$ cat config.mk
export PLATFORM = sky130hd
export DESIGN_NAME = lab5_fetch_unit_flat
export DESIGN_NICKNAME = d
export VERILOG_FILES = /design/src/rtl/lab5_fetch_unit_pkg.sv /design/src/rtl/lab5_fetch_unit_if.sv /design/src/rtl/lab5_fetch_unit.sv /design/src/flat_wrapper.sv
export SDC_FILE = /design/constraint.sdc
export NUM_CORES = 1
export LEC_CHECK = 0
export ABC_AREA = 1
export CORE_MARGIN = 3
export CORE_UTILIZATION = 50
export CTS_CLUSTER_DIAMETER = 120
export CTS_CLUSTER_SIZE = 8
export DETAILED_ROUTE_END_ITERATION = 6
export PLACE_DENSITY = 0.85
export SETUP_SLACK_MARGIN = 0.2
export SYNTH_ARGS = -nofsm -noshare
export SYNTH_HDL_FRONTEND = slang
export SYNTH_SLANG_ARGS = --single-unit
$ cat constraint.sdc
create_clock -name CLK -period 2.75 [get_ports CLK]
set_clock_uncertainty 0.05 [all_clocks]
set_input_delay 0.55 -clock CLK [delete_from_list [all_inputs] [get_ports CLK]]
set_output_delay 0.55 -clock CLK [all_outputs]
set_load 0.01 [all_outputs]
$ cat src/rtl/lab5_fetch_unit_pkg.sv
// Shared constants and fetch-state encoding for the lab5 fetch stage.
package lab5_pkg;

  localparam int          LAB5_ADDR_W    = 8;
  localparam int          LAB5_DATA_W    = 16;
  localparam logic [15:0] LAB5_HALT_WORD = 16'h0001;

  typedef enum logic [1:0] {
    ST_WAIT  = 2'd0,
    ST_FETCH = 2'd1,
    ST_HALT  = 2'd2
  } fetch_state_e;

endpackage

$ cat src/rtl/lab5_fetch_unit_if.sv
// Fetch-stage bus bundle: ROM port, IR hand-off to decode, redirect input and status.
interface lab5_fetch_unit_if
  import lab5_pkg::*;
#(
  parameter int ADDR_W = LAB5_ADDR_W,
  parameter int DATA_W = LAB5_DATA_W
);

  logic [ADDR_W-1:0] IMEM_ADDR;
  logic [DATA_W-1:0] IMEM_Q;
  logic [DATA_W-1:0] INSTR;
  logic [ADDR_W-1:0] INSTR_PC;
  logic              INSTR_VALID;
  logic              INSTR_READY;
  logic              BR_TAKEN;
  logic [ADDR_W-1:0] BR_TARGET;
  logic              HALTED;
  logic [15:0]       FETCH_CNT;

  // The fetch unit itself.
  modport master (
    output IMEM_ADDR, INSTR, INSTR_PC, INSTR_VALID, HALTED, FETCH_CNT,
    input  IMEM_Q, INSTR_READY, BR_TAKEN, BR_TARGET
  );

  // ROM, decode and execute seen from the other side.
  modport slave (
    input  IMEM_ADDR, INSTR, INSTR_PC, INSTR_VALID, HALTED, FETCH_CNT,
    output IMEM_Q, INSTR_READY, BR_TAKEN, BR_TARGET
  );

endinterface

$ cat src/rtl/lab5_fetch_unit.sv
// Instruction-fetch stage: PC drives the ROM, the returned word lands in the IR and is handed
// to decode over valid/ready; execute may redirect the PC, and a HALT word stops fetching.
module lab5_fetch_unit
  import lab5_pkg::*;
#(
  parameter int                ADDR_W    = LAB5_ADDR_W,
  parameter int                DATA_W    = LAB5_DATA_W,
  parameter logic [ADDR_W-1:0] RESET_PC  = '0,
  parameter logic [DATA_W-1:0] HALT_WORD = DATA_W'(LAB5_HALT_WORD)
) (
  input logic               CLK,
  input logic               RESET,
  lab5_fetch_unit_if.master bus
);

  localparam logic [1:0]        S_WAIT     = ST_WAIT;
  localparam logic [1:0]        S_FETCH    = ST_FETCH;
  localparam logic [1:0]        S_HALT     = ST_HALT;
  localparam logic [ADDR_W-1:0] PC_STEP    = ADDR_W'(2);
  localparam logic [ADDR_W-1:0] ALIGN_MASK = ~ADDR_W'(1);

  function automatic logic [15:0] sat_inc(input logic [15:0] v);
    return (v == 16'hFFFF) ? v : v + 16'd1;
  endfunction

  logic [1:0]        state;
  logic [ADDR_W-1:0] pc_p0;
  logic [ADDR_W-1:0] pc_next_p0;
  logic [DATA_W-1:0] instr_p1;
  logic [ADDR_W-1:0] instr_pc_p1;
  logic              vld_p1;
  logic              halted;
  logic [15:0]       fetch_cnt;
  logic              load_en;

  // A redirect suppresses the load in its cycle; the squashed IR word is simply dropped.
  assign load_en = (state == S_FETCH) && (!vld_p1 || bus.INSTR_READY) && !bus.BR_TAKEN;

  always_comb begin
    pc_next_p0 = pc_p0;
    if (bus.BR_TAKEN) begin
      pc_next_p0 = bus.BR_TARGET & ALIGN_MASK;
    end else if (load_en) begin
      pc_next_p0 = pc_p0 + PC_STEP;
    end
  end

  // p0 -> p1: PC fetch address to instruction register
  always_ff @(posedge CLK or negedge RESET) begin
    if (!RESET) begin
      state       <= S_WAIT;
      pc_p0       <= RESET_PC & ALIGN_MASK;
      instr_p1    <= '0;
      instr_pc_p1 <= '0;
      vld_p1      <= 1'b0;
      halted      <= 1'b0;
      fetch_cnt   <= '0;
    end else begin
      pc_p0 <= pc_next_p0;
      if (bus.BR_TAKEN) begin
        vld_p1 <= 1'b0;
        state  <= S_FETCH;
        halted <= 1'b0;
      end else begin
        case (state)
          S_WAIT: state <= S_FETCH;
          S_FETCH: begin
            if (load_en) begin
              instr_p1    <= bus.IMEM_Q;
              instr_pc_p1 <= pc_p0;
              vld_p1      <= 1'b1;
              fetch_cnt   <= sat_inc(fetch_cnt);
              if (bus.IMEM_Q == HALT_WORD) begin
                state  <= S_HALT;
                halted <= 1'b1;
              end
            end
          end
          S_HALT: begin
            if (vld_p1 && bus.INSTR_READY) begin
              vld_p1 <= 1'b0;
            end
          end
          default: state <= S_WAIT;
        endcase
      end
    end
  end

  assign bus.IMEM_ADDR   = pc_p0;
  assign bus.INSTR       = instr_p1;
  assign bus.INSTR_PC    = instr_pc_p1;
  assign bus.INSTR_VALID = vld_p1;
  assign bus.HALTED      = halted;
  assign bus.FETCH_CNT   = fetch_cnt;

endmodule

$ cat src/flat_wrapper.sv
// flat-port wrapper written by rule: the top's interface ports become plain ports
module lab5_fetch_unit_flat import lab5_pkg::*;
#(
  parameter int                ADDR_W    = LAB5_ADDR_W,
  parameter int                DATA_W    = LAB5_DATA_W,
  parameter logic [ADDR_W-1:0] RESET_PC  = '0,
  parameter logic [DATA_W-1:0] HALT_WORD = DATA_W'(LAB5_HALT_WORD)
)
  (CLK, RESET, bus_IMEM_ADDR, bus_INSTR, bus_INSTR_PC, bus_INSTR_VALID, bus_HALTED, bus_FETCH_CNT, bus_IMEM_Q, bus_INSTR_READY, bus_BR_TAKEN, bus_BR_TARGET);
  lab5_fetch_unit_if #(.ADDR_W(ADDR_W), .DATA_W(DATA_W)) bus_i ();
  input logic CLK;
  input logic RESET;
  output wire logic [$bits(bus_i.IMEM_ADDR)-1:0] bus_IMEM_ADDR;
  output wire logic [$bits(bus_i.INSTR)-1:0] bus_INSTR;
  output wire logic [$bits(bus_i.INSTR_PC)-1:0] bus_INSTR_PC;
  output wire logic [$bits(bus_i.INSTR_VALID)-1:0] bus_INSTR_VALID;
  output wire logic [$bits(bus_i.HALTED)-1:0] bus_HALTED;
  output wire logic [$bits(bus_i.FETCH_CNT)-1:0] bus_FETCH_CNT;
  input wire logic [$bits(bus_i.IMEM_Q)-1:0] bus_IMEM_Q;
  input wire logic [$bits(bus_i.INSTR_READY)-1:0] bus_INSTR_READY;
  input wire logic [$bits(bus_i.BR_TAKEN)-1:0] bus_BR_TAKEN;
  input wire logic [$bits(bus_i.BR_TARGET)-1:0] bus_BR_TARGET;
  assign bus_IMEM_ADDR = bus_i.IMEM_ADDR;
  assign bus_INSTR = bus_i.INSTR;
  assign bus_INSTR_PC = bus_i.INSTR_PC;
  assign bus_INSTR_VALID = bus_i.INSTR_VALID;
  assign bus_HALTED = bus_i.HALTED;
  assign bus_FETCH_CNT = bus_i.FETCH_CNT;
  assign bus_i.IMEM_Q = bus_IMEM_Q;
  assign bus_i.INSTR_READY = bus_INSTR_READY;
  assign bus_i.BR_TAKEN = bus_BR_TAKEN;
  assign bus_i.BR_TARGET = bus_BR_TARGET;
  lab5_fetch_unit #(.ADDR_W(ADDR_W), .DATA_W(DATA_W), .RESET_PC(RESET_PC), .HALT_WORD(HALT_WORD)) u_core (.CLK(CLK), .RESET(RESET), .bus(bus_i));
endmodule
==> key figures <==
Synth
  • Yosys warns: 0
  • Share of Yosys cell area claimed by the top area cell type: 48.8%
  • Cell taking the most area after synthesis: dfrtp_1
  • Mapped cell area: approximately 2600 um^2
  • Most area-consuming cells after synthesis: dfrtp_1, nand2_1, nor2_1, inv_1, o21ai_0
  • Gate count after technology mapping: between 300 and 400
  • Number of distinct standard cells referenced by the synthesized netlist: 27
  • Count of state elements after synthesis: 50
  • Sequential fraction of the synthesis area: 48.8%
  • Average cell area after synthesis: between 7 and 8 um^2

Final layout
  • Antenna diode count: 0
  • Fraction of layout instances using a drive strength above 1: 4.61%
  • Syn-to-layout area delta: 34.9%
  • Most frequent cells in the layout: nand2_1, clkdlybuf4s50_1, dfrtp_1
  • Final std cell area, no fill: 3460 um^2
  • Commonest non-fill, non-tap cell in the layout: nand2_1
  • Number of nets in the final layout: roughly 440

Clocking
  • Post-CTS Setup Bufs: 0
  • Number of buffers created by CTS: 5
  • Clk_lat worst skew: around 0.3 ns
  • CTS clk-pin slew, worst paths: 0.09 ns
  • Clock Sinks: 50
  • Clock tree from TritonCTS: built
  • Maximum clock path buffer count: 2
  • Clk Tree Root Cell: clkbuf_8
  • H-tree levels: 2
  • Cts repair resizes: 0
  • Hold bufs inserted after CTS: 0

Outcome
  • Outcome: completed

Critical path
  • Worst Path Class, Setup: in2reg
  • Critical Path Sink Type: flip-flop
  • Slack of the worst reg-to-reg path: between 0.7 and 0.8 ns
  • Kind of start point of the critical path: primary input
  • Data required time of the critical path: 2.94 ns
  • Critical path data arrival time: approximately 2.3 ns
  • Worst Path Max Fanout: 20

Die
  • Die Y-Extent: 77.6 um
  • Starting density of the core: 52.9%
  • Number of placement rows: 25
  • DIE WIDTH: 77.6 um
  • Die footprint: 6020 um^2
  • Core Area: 4850 um^2
  • I/O pins: 78

GRT
  • Number of antenna violations at the first check in global routing: 0
  • Overall fraction of global-route tracks in use: 21.8%
  • Global-route wire length before repair: 10700 um
  • Residual overflow from global routing: 0
  • Vias in the first global route: around 2400
  • Largest net degree at the start of global routing: 27

Timing
  • Final period utilization: 76.6%
  • Endpoints failing setup: 0
  • Max Fclk: 475 MHz
  • Final Hold Fails: 0
  • Total Neg Setup Slack: 0 ns
  • Unrepaired setup endpoints after global routing: no
  • Number of max-slew violations in the final report: 0
  • Post-route setup slack: 0.644 ns
  • Minimum period implied by the final worst setup slack: 2.11 ns

Route
  • Sum of routed wire length over all layers: 6010 um
  • Pre-antenna DRT Iters: 4
  • Total number of vias: ~2300
  • Count of unresolved DRC violations after routing: 0
  • Number of antenna-violating nets in the routed design: 0
  • Drt wl/cell: roughly 13 um
  • Number of design-rule violations left by the first detailed-router iteration: 153
  • Detailed-route vias per instance: between 4 and 5

Placement
  • Placement-stage worst setup slack: 0.312 ns
  • Final GP Congestion: 0.859
  • Half-perimeter wire length of the detailed placement result: between 4000 and 5000 um
  • Quantity of I/O buffers inserted on ports: 74
  • Instance area after placement: between 3000 and 4000 um^2

Power
  • Total power per unit cell area: 607 nW/um^2
  • Peak supply drop: 0.335 mV
  • Leakage power: 1.62 nW
  • Total power of the final layout: 2.10 mW

Min path
  • Classification of the worst-slack hold path: in2async

Run
  • Max cap viols: 0
[flip-flops by register name (all words and copies together) (netlist names)]
| register | count |
|---|---|
| u_core.bus.FETCH_CNT | 16 |
| u_core.bus.HALTED | 1 |
| u_core.bus.IMEM_ADDR | 7 |
| u_core.bus.INSTR | 16 |
| u_core.bus.INSTR_PC | 7 |
| u_core.bus.INSTR_VALID | 1 |
| u_core.state | 2 |
[kinds of logic (layout without fill, tap and decap cells)]
family                   Yosys count  after routing  synth area share, %
XOR/XNOR                           9              9                 3.08
other                              1              2                0.146
AND/OR/NAND/NOR                  202            202                 32.9
buffers and inverters             41            116                 7.52
adder cells (fa/ha/maj)            2              2                0.976
flip-flops                        50             50                 48.8
AO/OA/AOI/OAI                     31             31                 6.54
[cell usage after synthesis, drive strengths merged]
| library cell | number |
|---|---|
| nand2 | 139 |
| dfrtp | 50 |
| nor2 | 37 |
| inv | 30 |
| o21ai | 21 |
| nand3 | 17 |
| buf | 8 |
| nand4 | 8 |
| xnor2 | 8 |
| a21oi | 5 |
| clkbuf | 3 |
| ha | 2 |
| o211ai | 2 |
| a211oi | 1 |
| a31oi | 1 |
| conb | 1 |
| nor3 | 1 |
| o221ai | 1 |
| xor2 | 1 |
[through the flow]
step           std cells  utilization (%)  hold WS, ns
3_5_place_dp         472             69.0        0.414
2_1_floorplan        337                -        0.204
3_3_place_gp         472             69.0        0.412
4_1_cts              479             71.3        0.100
6_report             479             71.3       0.0922
5_1_grt              479             71.3       0.0987
[power by group]
group	switching (mW)	total [mW]	internal, mW
clock network	0.234	0.525	0.291
registers	0.117	0.967	0.850
logic	0.279	0.604	0.326
[worst paths after layout]
path | cells past startpoint | to | from
setup / recovery | 6 | u_core.bus.FETCH_CNT[4] | bus_BR_TAKEN
hold / removal | 1 | u_core.bus.FETCH_CNT[4] | RESET
setup reg to reg | 8 | u_core.bus.FETCH_CNT[4] | u_core.bus.FETCH_CNT[0]
hold reg to reg | 2 | u_core.bus.INSTR_PC[2] | u_core.bus.INSTR_PC[2]
max in group asynchronous | 2 | u_core.bus.INSTR[8] | RESET
min in group CLK | 2 | u_core.bus.INSTR_PC[2] | u_core.bus.INSTR_PC[2]
[cell type report]
class                   count  area (um^2)
fillers                   386         1390
flip-flops and latches     50         1250
multi-input cells         246         1120
repair buffers             79          773
inverters                  30          113
well taps                  67         83.8
clock buffers               6         82.6
clock inverters             1         30.0
[layer usage]
| layer | part of all wire, % | up-vias | track usage [%] |
|---|---|---|---|
| met2 | 50 | 69 | 39.0 |
| met5 | 0 | - | 0 |
| met3 | 6.1 | 11 | 5.45 |
| met4 | 1.5 | 0 | 5.69 |
| met1 | 42 | 1069 | 25.9 |
| li1 | - | 1199 | - |
[critical path, cell delays in order]
cell	delay, ns
clkdlybuf4s50_1	0.63
nor2_1	0.30
nand2_2	0.27
inv_1	0.37
nand2_1	0.10
nand2_1	0.08
No activity file was read; power rests on OpenSTA's default activity.
